**src/rtl/cpc_iowr_capture_if.sv**
```systemverilog
// Bus-side bundle for the CPC I/O-write capture stage.
// The Z80 drives the raw bus fields. The capture stage returns the registered ROM-select and MRER state.
interface cpc_iowr_capture_if;
    logic       adr15;
    logic       adr14;
    logic       adr13;
    logic       ioreq_b;
    logic       wr_b;
    logic [7:0] data;
    logic [7:0] romsel_q;
    logic       romsel_stb;
    logic       lrom_dis_q;
    logic       urom_dis_q;
    logic [1:0] mode_q;
    logic       mrer_stb;

    // capture stage side
    modport slave (
        input  adr15, adr14, adr13, ioreq_b, wr_b, data,
        output romsel_q, romsel_stb, lrom_dis_q, urom_dis_q, mode_q, mrer_stb
    );

    // bus driver / consumer side
    modport master (
        output adr15, adr14, adr13, ioreq_b, wr_b, data,
        input  romsel_q, romsel_stb, lrom_dis_q, urom_dis_q, mode_q, mrer_stb
    );
endinterface

```
**src/rtl/cpc_iowr_capture.sv**
```systemverilog
// Z80 I/O-write capture for the CPC expansion bus.
// The stage synchronises the raw control and address lines and decodes the ROM-select port (A15..13 = 110)
// and the gate-array MRER port (A15..14 = 01, data[7:6] = 10).
// A write is captured only once it has been seen for SETTLE consecutive cycles. Only one capture is made per bus write.
// Data is sampled raw on the capture edge; the Z80 holds it stable while WR is low.
// Legal SETTLE range is 1..15.
module cpc_iowr_capture #(
    parameter int SETTLE = 1
) (
    input  logic              clk,
    input  logic              reset_b,
    cpc_iowr_capture_if.slave bus
);
    typedef enum logic [1:0] {
        ST_IDLE  = 2'd0,
        ST_COUNT = 2'd1,
        ST_HOLD  = 2'd2
    } state_t;

    localparam logic [3:0] SETTLE_CNT = 4'(SETTLE);
    // sync vector layout: {a15, a14, a13, ioreq_b, wr_b}; the strobes idle high
    localparam logic [4:0] SYNC_RST   = 5'b00011;

    logic [4:0] w_raw;
    logic [4:0] r_s1;
    logic [4:0] r_s2;

    state_t     r_state;
    state_t     w_state_next;
    logic [3:0] r_cnt;
    logic [3:0] w_cnt_next;
    logic       r_tgt;          // 0 = ROM-select, 1 = gate array
    logic       w_tgt_next;

    logic       w_wrs;
    logic       w_bus_idle;
    logic       w_hit_rom;
    logic       w_hit_ga;
    logic       w_tgt_hit;
    logic       w_settled;
    logic       w_cap_rom;
    logic       w_cap_ga;

    logic [7:0] r_romsel_q;
    logic       r_romsel_stb;
    logic       r_lrom_dis;
    logic       r_urom_dis;
    logic [1:0] r_mode;
    logic       r_mrer_stb;

    assign w_raw = {bus.adr15, bus.adr14, bus.adr13, bus.ioreq_b, bus.wr_b};

    // two-flop synchroniser on address and control lines (data is deliberately left raw)
    always_ff @(posedge clk or negedge reset_b) begin
        if (!reset_b) begin
            r_s1 <= SYNC_RST;
            r_s2 <= SYNC_RST;
        end else begin
            r_s1 <= w_raw;
            r_s2 <= r_s1;
        end
    end

    assign w_wrs      = ~r_s2[1] & ~r_s2[0];
    assign w_bus_idle =  r_s2[1] &  r_s2[0];
    assign w_hit_rom  = w_wrs &  r_s2[4] & r_s2[3] & ~r_s2[2];
    assign w_hit_ga   = w_wrs & ~r_s2[4] & r_s2[3];
    assign w_tgt_hit  = r_tgt ? w_hit_ga : w_hit_rom;
    assign w_settled  = (r_cnt == SETTLE_CNT);

    // FSM state, settle counter and latched target
    always_ff @(posedge clk or negedge reset_b) begin
        if (!reset_b) begin
            r_state <= ST_IDLE;
            r_cnt   <= 4'd0;
            r_tgt   <= 1'b0;
        end else begin
            r_state <= w_state_next;
            r_cnt   <= w_cnt_next;
            r_tgt   <= w_tgt_next;
        end
    end

    // next-state: start counting on a decode hit, abort if it drops, park in HOLD until the bus releases
    always_comb begin
        w_state_next = r_state;
        w_cnt_next   = r_cnt;
        w_tgt_next   = r_tgt;
        case (r_state)
            ST_IDLE: begin
                if (w_hit_rom | w_hit_ga) begin
                    w_state_next = ST_COUNT;
                    w_cnt_next   = 4'd1;
                    w_tgt_next   = w_hit_ga;
                end
            end
            ST_COUNT: begin
                if (!w_tgt_hit) begin
                    w_state_next = ST_IDLE;
                    w_cnt_next   = 4'd0;
                end else if (w_settled) begin
                    w_state_next = ST_HOLD;
                    w_cnt_next   = 4'd0;
                end else begin
                    w_cnt_next   = r_cnt + 4'd1;
                end
            end
            ST_HOLD: begin
                if (w_bus_idle) begin
                    w_state_next = ST_IDLE;
                end
            end
            default: begin
                w_state_next = ST_IDLE;
                w_cnt_next   = 4'd0;
            end
        endcase
    end

    // capture enables; a gate-array write whose data is not an MRER command is consumed without effect
    always_comb begin
        w_cap_rom = 1'b0;
        w_cap_ga  = 1'b0;
        if (r_state == ST_COUNT && w_tgt_hit && w_settled) begin
            w_cap_rom = ~r_tgt;
            w_cap_ga  = r_tgt & (bus.data[7:6] == 2'b10);
        end
    end

    // registered outputs and single-cycle update strobes
    always_ff @(posedge clk or negedge reset_b) begin
        if (!reset_b) begin
            r_romsel_q   <= 8'h00;
            r_romsel_stb <= 1'b0;
            r_lrom_dis   <= 1'b0;
            r_urom_dis   <= 1'b0;
            r_mode       <= 2'b00;
            r_mrer_stb   <= 1'b0;
        end else begin
            r_romsel_stb <= w_cap_rom;
            r_mrer_stb   <= w_cap_ga;
            if (w_cap_rom) begin
                r_romsel_q <= bus.data;
            end
            if (w_cap_ga) begin
                r_lrom_dis <= bus.data[2];
                r_urom_dis <= bus.data[3];
                r_mode     <= bus.data[1:0];
            end
        end
    end

    assign bus.romsel_q   = r_romsel_q;
    assign bus.romsel_stb = r_romsel_stb;
    assign bus.lrom_dis_q = r_lrom_dis;
    assign bus.urom_dis_q = r_urom_dis;
    assign bus.mode_q     = r_mode;
    assign bus.mrer_stb   = r_mrer_stb;
endmodule

```
**src/flat_wrapper.sv**
```systemverilog
// flat-port wrapper written by rule: the top's interface ports become plain ports
module cpc_iowr_capture_flat 
#(
    parameter int SETTLE = 1
)
  (clk, reset_b, bus_adr15, bus_adr14, bus_adr13, bus_ioreq_b, bus_wr_b, bus_data, bus_romsel_q, bus_romsel_stb, bus_lrom_dis_q, bus_urom_dis_q, bus_mode_q, bus_mrer_stb);
  cpc_iowr_capture_if bus_i ();
  input  logic clk;
  input  logic reset_b;
  input wire logic [$bits(bus_i.adr15)-1:0] bus_adr15;
  input wire logic [$bits(bus_i.adr14)-1:0] bus_adr14;
  input wire logic [$bits(bus_i.adr13)-1:0] bus_adr13;
  input wire logic [$bits(bus_i.ioreq_b)-1:0] bus_ioreq_b;
  input wire logic [$bits(bus_i.wr_b)-1:0] bus_wr_b;
  input wire logic [$bits(bus_i.data)-1:0] bus_data;
  output wire logic [$bits(bus_i.romsel_q)-1:0] bus_romsel_q;
  output wire logic [$bits(bus_i.romsel_stb)-1:0] bus_romsel_stb;
  output wire logic [$bits(bus_i.lrom_dis_q)-1:0] bus_lrom_dis_q;
  output wire logic [$bits(bus_i.urom_dis_q)-1:0] bus_urom_dis_q;
  output wire logic [$bits(bus_i.mode_q)-1:0] bus_mode_q;
  output wire logic [$bits(bus_i.mrer_stb)-1:0] bus_mrer_stb;
  assign bus_i.adr15 = bus_adr15;
  assign bus_i.adr14 = bus_adr14;
  assign bus_i.adr13 = bus_adr13;
  assign bus_i.ioreq_b = bus_ioreq_b;
  assign bus_i.wr_b = bus_wr_b;
  assign bus_i.data = bus_data;
  assign bus_romsel_q = bus_i.romsel_q;
  assign bus_romsel_stb = bus_i.romsel_stb;
  assign bus_lrom_dis_q = bus_i.lrom_dis_q;
  assign bus_urom_dis_q = bus_i.urom_dis_q;
  assign bus_mode_q = bus_i.mode_q;
  assign bus_mrer_stb = bus_i.mrer_stb;
  cpc_iowr_capture #(.SETTLE(SETTLE)) u_core (.clk(clk), .reset_b(reset_b), .bus(bus_i));
endmodule
```
**config.mk**
```make
export PLATFORM = sky130hd
export DESIGN_NAME = cpc_iowr_capture_flat
export DESIGN_NICKNAME = d
export VERILOG_FILES = /design/src/rtl/cpc_iowr_capture_if.sv /design/src/rtl/cpc_iowr_capture.sv /design/src/flat_wrapper.sv
export SDC_FILE = /design/constraint.sdc
export NUM_CORES = 1
export LEC_CHECK = 0
export CAP_MARGIN = 20
export CORE_MARGIN = 2
export CORE_UTILIZATION = 48
export CTS_CLUSTER_SIZE = 12
export DETAILED_ROUTE_END_ITERATION = 12
export PLACE_DENSITY = 0.81
export SLEW_MARGIN = 20
export SYNTH_ARGS = -nofsm -noshare
export SYNTH_HDL_FRONTEND = slang
export SYNTH_SLANG_ARGS = --single-unit
```
**constraint.sdc**
```tcl
create_clock -name clk -period 2.28 [get_ports clk]
set_input_delay 0.57 -clock clk [delete_from_list [all_inputs] [get_ports clk]]
set_output_delay 0.57 -clock clk [all_outputs]
set_load 0.02 [all_outputs]
```
### Word-level counts from Yosys, hierarchy flattened

Index checks and enable logic that the tools add are counted.

| word-level totals | value |
|---|---|
| input port bits | 15 |
| memory bits (writable) | 0 |
| register bits | 31 |
| latch bits | 0 |
| memories | 0 |
| memory bits (read-only) | 0 |

| cells by class | value |
|---|---|
| eq/ne operators | 7 |
| div/mod/pow operators | 0 |
| reduce and logical (&&, ||, !) cells | 6 |
| magnitude comparators | 0 |
| $add $sub $neg | 1 |
| shifts and indexed selects | 0 |
| multiplexer cells | 12 |
| bitwise logic cells | 15 |
| $mul | 0 |

Operators with widths:

| operator | number |
|---|---|
| $mux W4 | 3 |
| $pmux W4 S3 | 1 |
| $and A1 B1 Y1 | 8 |
| $mux W2 | 4 |
| $not A1 Y1 | 6 |
| $pmux W2 S3 | 1 |
| $add A4 B1 Y4 const B | 1 |
| $eq A2 B2 Y1 const B | 2 |
| $eq A4 B1 Y1 const B | 1 |
| $ne A2 B1 Y1 const B | 2 |
| $reduce_and A2 Y1 | 2 |
| $mux W1 | 3 |
| $ne A3 B3 Y1 const B | 1 |
| $reduce_and A3 Y1 | 1 |
| $eq A2 B1 Y1 const B | 1 |
| $logic_and A1 B1 Y1 | 2 |
| $logic_not A2 Y1 | 1 |
| $or A1 B1 Y1 | 1 |

### Depth between registers and ports, before layout

Gate-level depths: netlist of run 1.

| logic depth | value |
|---|---|
| depth in word-level cells | 9 |
| gate-level depth with buffers | 6 |
| mapped depth without buffers | 6 |

### Worst setup path after synthesis of run 1

Ideal clock, no wire load.

| timing | value |
|---|---|
| kind | register to register |
| start point | reg u_core.r_s2[0] |
| end point | reg u_core.r_romsel_q[0] (netlist: u_core.bus.romsel_q[0]) |
| path slack | 0.453 ns |
| stages on the path, launching flop included | 5 |
| arrival | 1.702 ns |
| path buffers | 1 |
| clock period less this slack | 1.827 ns |
| required time | 2.155 ns |
| cells stage by stage | dfstp_2 > or3b_4 > or4_4 > buf_6 > mux2_4 |

| between the ends | value |
|---|---|
| word-level cells in the longest chain between the ends | 9 |
| elaborated cells between the ends (all ways) | 11 |
| those cells by class | mux (2); bitwise (7); reduce/logical (2) |

Ends and longest elaborated chain:

| element | RTL line | source |
|---|---|---|
| from (decl) | cpc_iowr_capture.sv:26 | `logic [4:0] r_s2;` |
| from (signal assigned) | cpc_iowr_capture.sv:60 | `r_s2 <= r_s1;` |
| $not A1 Y1 (*) | cpc_iowr_capture.sv:64 | `assign w_wrs = ~r_s2[1] & ~r_s2[0];` |
| $and A1 B1 Y1 (*) | cpc_iowr_capture.sv:64 |  |
| $and A1 B1 Y1 (3 in series) | cpc_iowr_capture.sv:66 | `assign w_hit_rom = w_wrs & r_s2[4] & r_s2[3] & ~r_s2[2];` |
| $mux W1 (*) | cpc_iowr_capture.sv:68 | `assign w_tgt_hit = r_tgt ? w_hit_ga : w_hit_rom;` |
| $logic_and A1 B1 Y1 (*) (2 in series) | cpc_iowr_capture.sv:124 | `if (r_state == ST_COUNT && w_tgt_hit && w_settled) begin` |
| $mux W1 (*) | cpc_iowr_capture.sv:124 |  |
| to (signal assigned) | cpc_iowr_capture.sv:143 | `r_romsel_q <= bus.data;` |
| to (decl) | cpc_iowr_capture.sv:44 | `logic [7:0] r_romsel_q;` |

Mark *: on every way between the ends. The rest lies on a longest branch, timed or not.
A chain may end at the register's enable or synchronous reset.

### Worst setup path after layout of run 1

| timing | value |
|---|---|
| start point | reg u_core.r_romsel_q[3] (netlist: u_core.bus.romsel_q[3]) |
| end point | out bus_romsel_q[3] |

RTL lines:

| element | RTL line | source |
|---|---|---|
| to (decl) | flat_wrapper.sv:16 | `output wire logic [$bits(bus_i.romsel_q)-1:0] bus_romsel_q;` |

No word-level cell between the ends.

==> results of run 1 <==
==> power by group through the flow <==
stage / Clock, mW / Sequential, mW / Combinational [mW]
floorplan: 0 / 0.614 / 0.0423
global placement: 0 / 0.607 / 0.110
detailed placement: 0 / 0.608 / 0.115
CTS: 0.366 / 0.598 / 0.115
global route: 0.397 / 0.603 / 0.123
finish: 0.354 / 0.598 / 0.113
==> placed cells by master, fill, tap and decap left out, types with 3 or more instances in the layout <==
master / count
nor3b_1: 4
o21ai_0: 3
o22ai_1: 3
dfstp_2: 4
clkdlybuf4s50_1: 28
dfrtp_1: 27
clkbuf_4: 5
nor2_1: 3
mux2_4: 8
nand2_1: 4
mux2_2: 4
==> cell families after synthesis <==
family                     Yosys count
AOI/OAI and AO/OA                   12
adders and majority gates            2
buffers and inverters                2
DFF                                 31
muxes                               12
and+or+nand+nor                     24
==> synthesized netlist by cell type <==
| cell | number | share of area (%) |
|---|---|---|
| o32ai_1 | 1 | 0.72 |
| nor3b_1 | 4 | 2.5 |
| o21ai_0 | 3 | 1.2 |
| a211oi_1 | 1 | 0.62 |
| or3b_4 | 1 | 0.92 |
| ha_1 | 2 | 2.1 |
| dfrtp_1 | 27 | 55 |
| o22ai_1 | 3 | 1.5 |
| nor3_1 | 2 | 0.82 |
| a21o_1 | 2 | 1.2 |
| nand2_1 | 4 | 1.2 |
| nand2b_1 | 1 | 0.51 |
| mux2_2 | 4 | 3.7 |
| or4_4 | 1 | 0.92 |
| o2111ai_1 | 1 | 0.72 |
| nor4_1 | 1 | 0.51 |
| mux2_4 | 8 | 9.9 |
| or3b_2 | 1 | 0.72 |
| inv_1 | 1 | 0.31 |
| nand3b_1 | 2 | 1.2 |
| nor2_1 | 3 | 0.92 |
| dfstp_2 | 4 | 8.6 |
| buf_6 | 1 | 0.92 |
| nor2b_1 | 2 | 1.0 |
| and3_1 | 1 | 0.51 |
| o41ai_1 | 1 | 0.72 |
| nand3_1 | 1 | 0.41 |
==> final timing paths <==
| kind | to | slack, ps | cells after the start |
|---|---|---|---|
| setup / recovery | bus_romsel_q[3] | 380 | 1 |
| hold / removal | u_core.r_s2[2]$_DFF_PN0_ | 350 | 0 |
| max in group asynchronous | u_core.r_s1[0]$_DFF_PN1_ | 1330 | 2 |
| min in group asynchronous | u_core.bus.romsel_q[2]$_DFFE_PN0P_ | 630 | 2 |
| hold reg to reg | u_core.r_s2[2]$_DFF_PN0_ | 350 | 0 |
| setup reg to reg | u_core.bus.romsel_q[1]$_DFFE_PN0P_ | 400 | 3 |
==> cell type report <==
class / instances / area (µm²) / area share [%]
flip-flops and latches: 31 / 780.7 / 48.56
repair buffers: 30 / 295.3 / 18.37
well taps: 30 / 37.54 / 2.335
multi-input cells: 50 / 421.7 / 26.23
inverters: 1 / 3.754 / 0.2335
clock buffers: 8 / 68.82 / 4.280
==> sequential cells by signal (all words and copies together), names as in the netlist <==
signal,flops
u_core.bus.romsel_q,8
u_core.r_s1,5
u_core.r_s2,5
u_core.r_cnt,4
u_core.bus.mode_q,2
u_core.r_state,2
u_core.bus.lrom_dis_q,1
u_core.bus.mrer_stb,1
u_core.bus.romsel_stb,1
u_core.bus.urom_dis_q,1
u_core.r_tgt,1
==> per-layer routing <==
metal,global-route usage (%),vias up,wire (µm)
met5,0,-,0
met4,5.833,0,30
met3,8.470,6,111
met2,29.52,20,1090
met1,20.51,381,924
li1,-,373,-
==> stage by stage <==
| stage | setup slack (ps) | hold WS, ps |
|---|---|---|
| after floorplan | 452.8 | 274.4 |
| after global placement | 372.3 | 333.1 |
| after detailed placement | 353.2 | 337.1 |
| after CTS | 350.5 | 357.9 |
| after global routing | 301.7 | 361.2 |
| final | 380.6 | 348.3 |
==> results.json, run 1 <==
{
  "fin_crit_sh_pct": 83.31,
  "synth_top_family_by_area": "multiplexers",
  "areaGrowthSynthToFinish_pct": 32.07,
  "final_cells": 150,
  "worstSetupPathType": "flop to output pin",
  "critPathBufInv": 1,
  "finalMaxSlewViolations": 0,
  "place.gp.congestion": 0.8624,
  "critPathLaunchType": "flop",
  "hold_viol": 0,
  "synth_cells": 83,
  "worst_slew_pin_slew_ps": 558.2,
  "finClkSkew_ps": 6.313,
  "post_cts_resized": 0,
  "synth_adder_area_share_pct": 2.055,
  "swShare_pct": 22.62,
  "grt_first_pass_wirelength_mm": 3.484,
  "min_from": "u_core.r_s1[2]$_DFF_PN0_",
  "synth-simple-area-share_pct": 12.23,
  "diodes": 0,
  "ys_seq_area_share_pct": 64.13,
  "period_minus_slack_ps": 1899,
  "max-vdd-ir-drop_mv": 0.6378,
  "avgViaCountPerCell": 5.200,
  "hold_class": "flop to flop",
  "crit_chain": "clkdlybuf4s50_1",
  "cts_sinks": 31,
  "firstDrtPassIters": 5,
  "cts_buffer_depth": 2,
  "ys_warn_count": 0,
  "synth_seq_cells": 31,
  "num_vias": 780,
  "setup-tns-final_ps": 0,
  "port_buffers": 28,
  "hpwl_mm": 1.604,
  "syn_area_per_cell_um2": 14.67,
  "cp-end-kind": "output pin",
  "path_delay_family": "buffers and inverters",
  "max_stage_delay_ps": 630,
  "wirelength_mm": 2.156,
  "status": "complete, no violations",
  "grt_max_degree": 32,
  "leakage_nw": 0.7305,
  "syn-cell-area_um2": 1217,
  "start_util_pct": 50.05,
  "io_pins": 29,
  "layout-drive-gt1-share_pct": 23.33,
  "slew_headroom_pct": 62.75,
  "max_freq_mhz": 526.5,
  "cts_tree": "built",
  "rsz0062_at_grt": "no",
  "die_w_um": 54.36,
  "coreArea_um2": 2432,
  "place_area_um2": 1539,
  "synth.distinct_cells": 27,
  "fin_util_pct": 66.10,
  "crit_slowest_cell": "clkdlybuf4s50_1",
  "cp.arrival_ps": 1330,
  "placed_cells": 142,
  "synth_xor_area_share_pct": 0,
  "power_density_nw_per_um2": 662.4,
  "post_drt_wl_per_cell_um": 14.37,
  "cts_htree_levels": 2,
  "placementRows": 18,
  "nNetsFinal": 136,
  "power_frac_comb_pct": 10.6,
  "r2r_start": "u_core.r_s2[0]$_DFF_PN1_",
  "cts_made_buffers": 5,
  "cp_max_fo": 2,
  "cap_violations": 0,
  "power_frac_seq_pct": 56.2,
  "clk_transition_reported_paths_ps": 90,
  "synthMuxAreaShare_pct": 13.57,
  "syn-num-nets": 100,
  "drc": 0,
  "grt_use_total_pct": 17.91,
  "switching_power_mw": 0.2409,
  "critical_path_required_ps": 1710,
  "antenna_found_initial": 0,
  "clk_latency_ps": 320,
  "clockRootBuffer": "clkbuf_4",
  "post_cts_buffers": 0,
  "first_iter_violations": 9,
  "clockPowerShare_pct": 33.2,
  "fin_total_pwr_mw": 1.065,
  "ctsHoldBuffers": 0,
  "setup_viol": 0,
  "die_area_um2": 2955,
  "fillCellCount": 190,
  "p_int_mw": 0.8240,
  "grt_pass1_vias": 779,
  "antenna_left": 0,
  "die_h_um": 54.36,
  "finalInstanceArea_um2": 1608,
  "synth_compound_area_share_pct": 6.783,
  "overflow": 0,
  "crit_start": "u_core.bus.romsel_q[3]$_DFFE_PN0P_"
}
Power figures use the tool's default switching activity.
==> run 2, diff against run 1 <==
--- a/config.mk
+++ b/config.mk
@@ -7,10 +7,10 @@
 export LEC_CHECK = 0
 export CAP_MARGIN = 20
 export CORE_MARGIN = 2
-export CORE_UTILIZATION = 48
+export CORE_UTILIZATION = 43
 export CTS_CLUSTER_SIZE = 12
 export DETAILED_ROUTE_END_ITERATION = 12
-export PLACE_DENSITY = 0.81
+export PLACE_DENSITY = 0.76
 export SLEW_MARGIN = 20
 export SYNTH_ARGS = -nofsm -noshare
 export SYNTH_HDL_FRONTEND = slang
==> constraint.sdc (replaced) <==
create_clock -name clk -period 1.55 [get_ports clk]
set_input_delay 0.3875 -clock clk [delete_from_list [all_inputs] [get_ports clk]]
set_output_delay 0.3875 -clock clk [all_outputs]
set_load 0.02 [all_outputs]
==> run 2 against run 1 <==
  * The run now ends with setup timing left
  * Non-clock buffer count rose by 25
  * Combinational power rose by 120%
  * Count of clock-buffer cells in the layout fell by 2
==> results.json, run 2 (synthesis gave the netlist of run 1 again) <==
{
  "period_minus_slack_ps": 1737,
  "place_area_um2": 1744,
  "max-vdd-ir-drop_mv": 1.160,
  "cts_sinks": 31,
  "cts_htree_levels": 2,
  "die_h_um": 57.21,
  "whs_path_depth": 0,
  "grt_pass1_vias": 948,
  "overflow": 0,
  "avgViaCountPerCell": 5.153,
  "pre_cts_ws_ps": -255.0,
  "finalInstanceArea_um2": 1886,
  "setup_viol": 15,
  "largest_reg_flops": 8,
  "die_area_um2": 3273,
  "layout-drive-gt1-share_pct": 43.45,
  "clockRootBuffer": "clkbuf_4",
  "first_iter_violations": 8,
  "cp.arrival_ps": 1960,
  "layout_common_cells": "buf_4, dfrtp_1, clkdlybuf4s50_1, dlygate4sd2_1, mux2_4",
  "slew_headroom_pct": 67.36,
  "port_buffers": 28,
  "setup-tns-final_ps": -1765,
  "cts_made_buffers": 5,
  "max_freq_mhz": 575.6,
  "power_frac_comb_pct": 13.2,
  "layout_setup_ws_ps": -187.5,
  "fin_crit_sh_pct": 112.1,
  "clockPowerShare_pct": 40.7,
  "diodes": 0,
  "hpwl_mm": 1.739,
  "hold_ws_ps": 351.6,
  "io_pins": 29,
  "rsz0062_at_grt": "yes",
  "worstReg2RegEnd": "u_core.bus.romsel_q[3]$_DFFE_PN0P_",
  "cp-end-kind": "flop",
  "wirelength_mm": 2.615,
  "areaGrowthSynthToFinish_pct": 54.88,
  "final_cells": 176,
  "swShare_pct": 21.20,
  "power_frac_seq_pct": 46.1,
  "hold_viol": 0,
  "hold_class": "flop to flop",
  "die_w_um": 57.21,
  "cts_buffer_depth": 2,
  "place.gp.congestion": 0.8880,
  "grt_max_degree": 32,
  "status": "finished with violations",
  "firstDrtPassIters": 4,
  "placementRows": 19,
  "worstSetupPathType": "flop to flop",
  "antenna_left": 0,
  "finClkSkew_ps": 14.65,
  "finalMaxSlewViolations": 0,
  "placed_cells": 167,
  "min_from": "u_core.r_s1[1]$_DFF_PN1_",
  "r2r_start": "u_core.r_state[1]$_DFFE_PN0P_",
  "cts_tree": "built",
  "start_util_pct": 44.53,
  "leakage_nw": 0.9179,
  "whs_endpoint": "u_core.r_s2[1]$_DFF_PN1_",
  "reg2regPathDepth": 4,
  "worst_slew_pin_slew_ps": 485.1,
  "cp_max_fo": 8,
  "coreArea_um2": 2734,
  "power_density_nw_per_um2": 1011,
  "critical_path_required_ps": 1780,
  "critPathLaunchType": "flop",
  "clk_transition_reported_paths_ps": 100,
  "drc": 0,
  "r2r_setup_slack_ps": -190,
  "grt_use_total_pct": 18.23,
  "cap_violations": 0,
  "clk_latency_ps": 330,
  "nNetsFinal": 161,
  "fin_util_pct": 68.97,
  "antenna_found_initial": 0,
  "p_int_mw": 1.502,
  "post_drt_wl_per_cell_um": 14.86,
  "fin_total_pwr_mw": 1.906,
  "grt_first_pass_wirelength_mm": 4.271,
  "switching_power_mw": 0.4040,
  "ctsHoldBuffers": 0,
  "failed_checks": "setup timing",
  "num_vias": 907
}
run 2: cell types whose count changed in the layout (fill, tap and decap cells not counted), moves of 2 or more:
| cell | delta |
|---|---|
| nor3b_2 | +2 |
| nor3b_1 | -2 |
| bufinv_16 | +2 |
| buf_4 | +24 |
| dlygate4sd2_1 | +14 |
| clkbuf_8 | -2 |
| clkdlybuf4s50_1 | -14 |
run 2: layout make-up:
| type | instances | area (µm²) |
|---|---|---|
| Fill cell | 204 | 848.3 |
| Sequential cell | 31 | 782.0 |
| Multi-Input combinational cell | 50 | 481.7 |
| Inverter | 1 | 3.754 |
| Clock inverter | 2 | 60.06 |
| Tap cell | 31 | 38.79 |
| Clock buffer | 6 | 41.29 |
| Timing Repair Buffer | 55 | 478.0 |
run 2: power by group through the flow:
stage / clock network [mW] / logic, mW / registers (mW)
finish: 0.775 / 0.251 / 0.879
global route: 0.857 / 0.272 / 0.884
detailed placement: 0 / 0.239 / 0.888
floorplan: 0 / 0.0651 / 0.903
global placement: 0 / 0.231 / 0.886
CTS: 0.797 / 0.242 / 0.874
run 2: routing by layer:
metal | global-route usage (%) | share of wire, % | up-vias
met1 | 20.15 | 42 | 456
li1 | - | - | 424
met2 | 29.89 | 51 | 20
met3 | 8.617 | 4.4 | 7
met4 | 8.306 | 2.2 | 0
met5 | 0 | 0 | -
run 2: repair_timing:
| item | in CTS | in global routing |
|---|---|---|
| buffers inserted | 0 | 1 |
| pin swaps | 2 | 2 |
| setup endpoints to repair | 31 | 18 |
| resized for setup | 18 | 8 |
| cloned | 0 | 0 |
run 2: critical path, stage by stage, from the launching register on:
cell     delay, ps
dfrtp_1        420
nor2b_2        170
nand3_2        110
or4_4          610
mux2_4         330
run 2: how the worst max path moves through the flow:
stage	startpoint	cells after the start	slack, ps	endpoint
after floorplan	u_core.r_s2[1]$_DFF_PN1_	4	-250	u_core.bus.romsel_q[0]$_DFFE_PN0P_
after global placement	bus_data[6]	5	-240	u_core.bus.urom_dis_q$_DFFE_PN0P_
after detailed placement	u_core.r_s2[1]$_DFF_PN1_	3	-260	u_core.bus.romsel_q[3]$_DFFE_PN0P_
after CTS	u_core.r_s2[1]$_DFF_PN1_	3	-260	u_core.bus.romsel_q[3]$_DFFE_PN0P_
after global routing	u_core.r_state[1]$_DFFE_PN0P_	4	-230	u_core.bus.romsel_q[7]$_DFFE_PN0P_
final	u_core.r_state[1]$_DFFE_PN0P_	4	-190	u_core.bus.romsel_q[3]$_DFFE_PN0P_
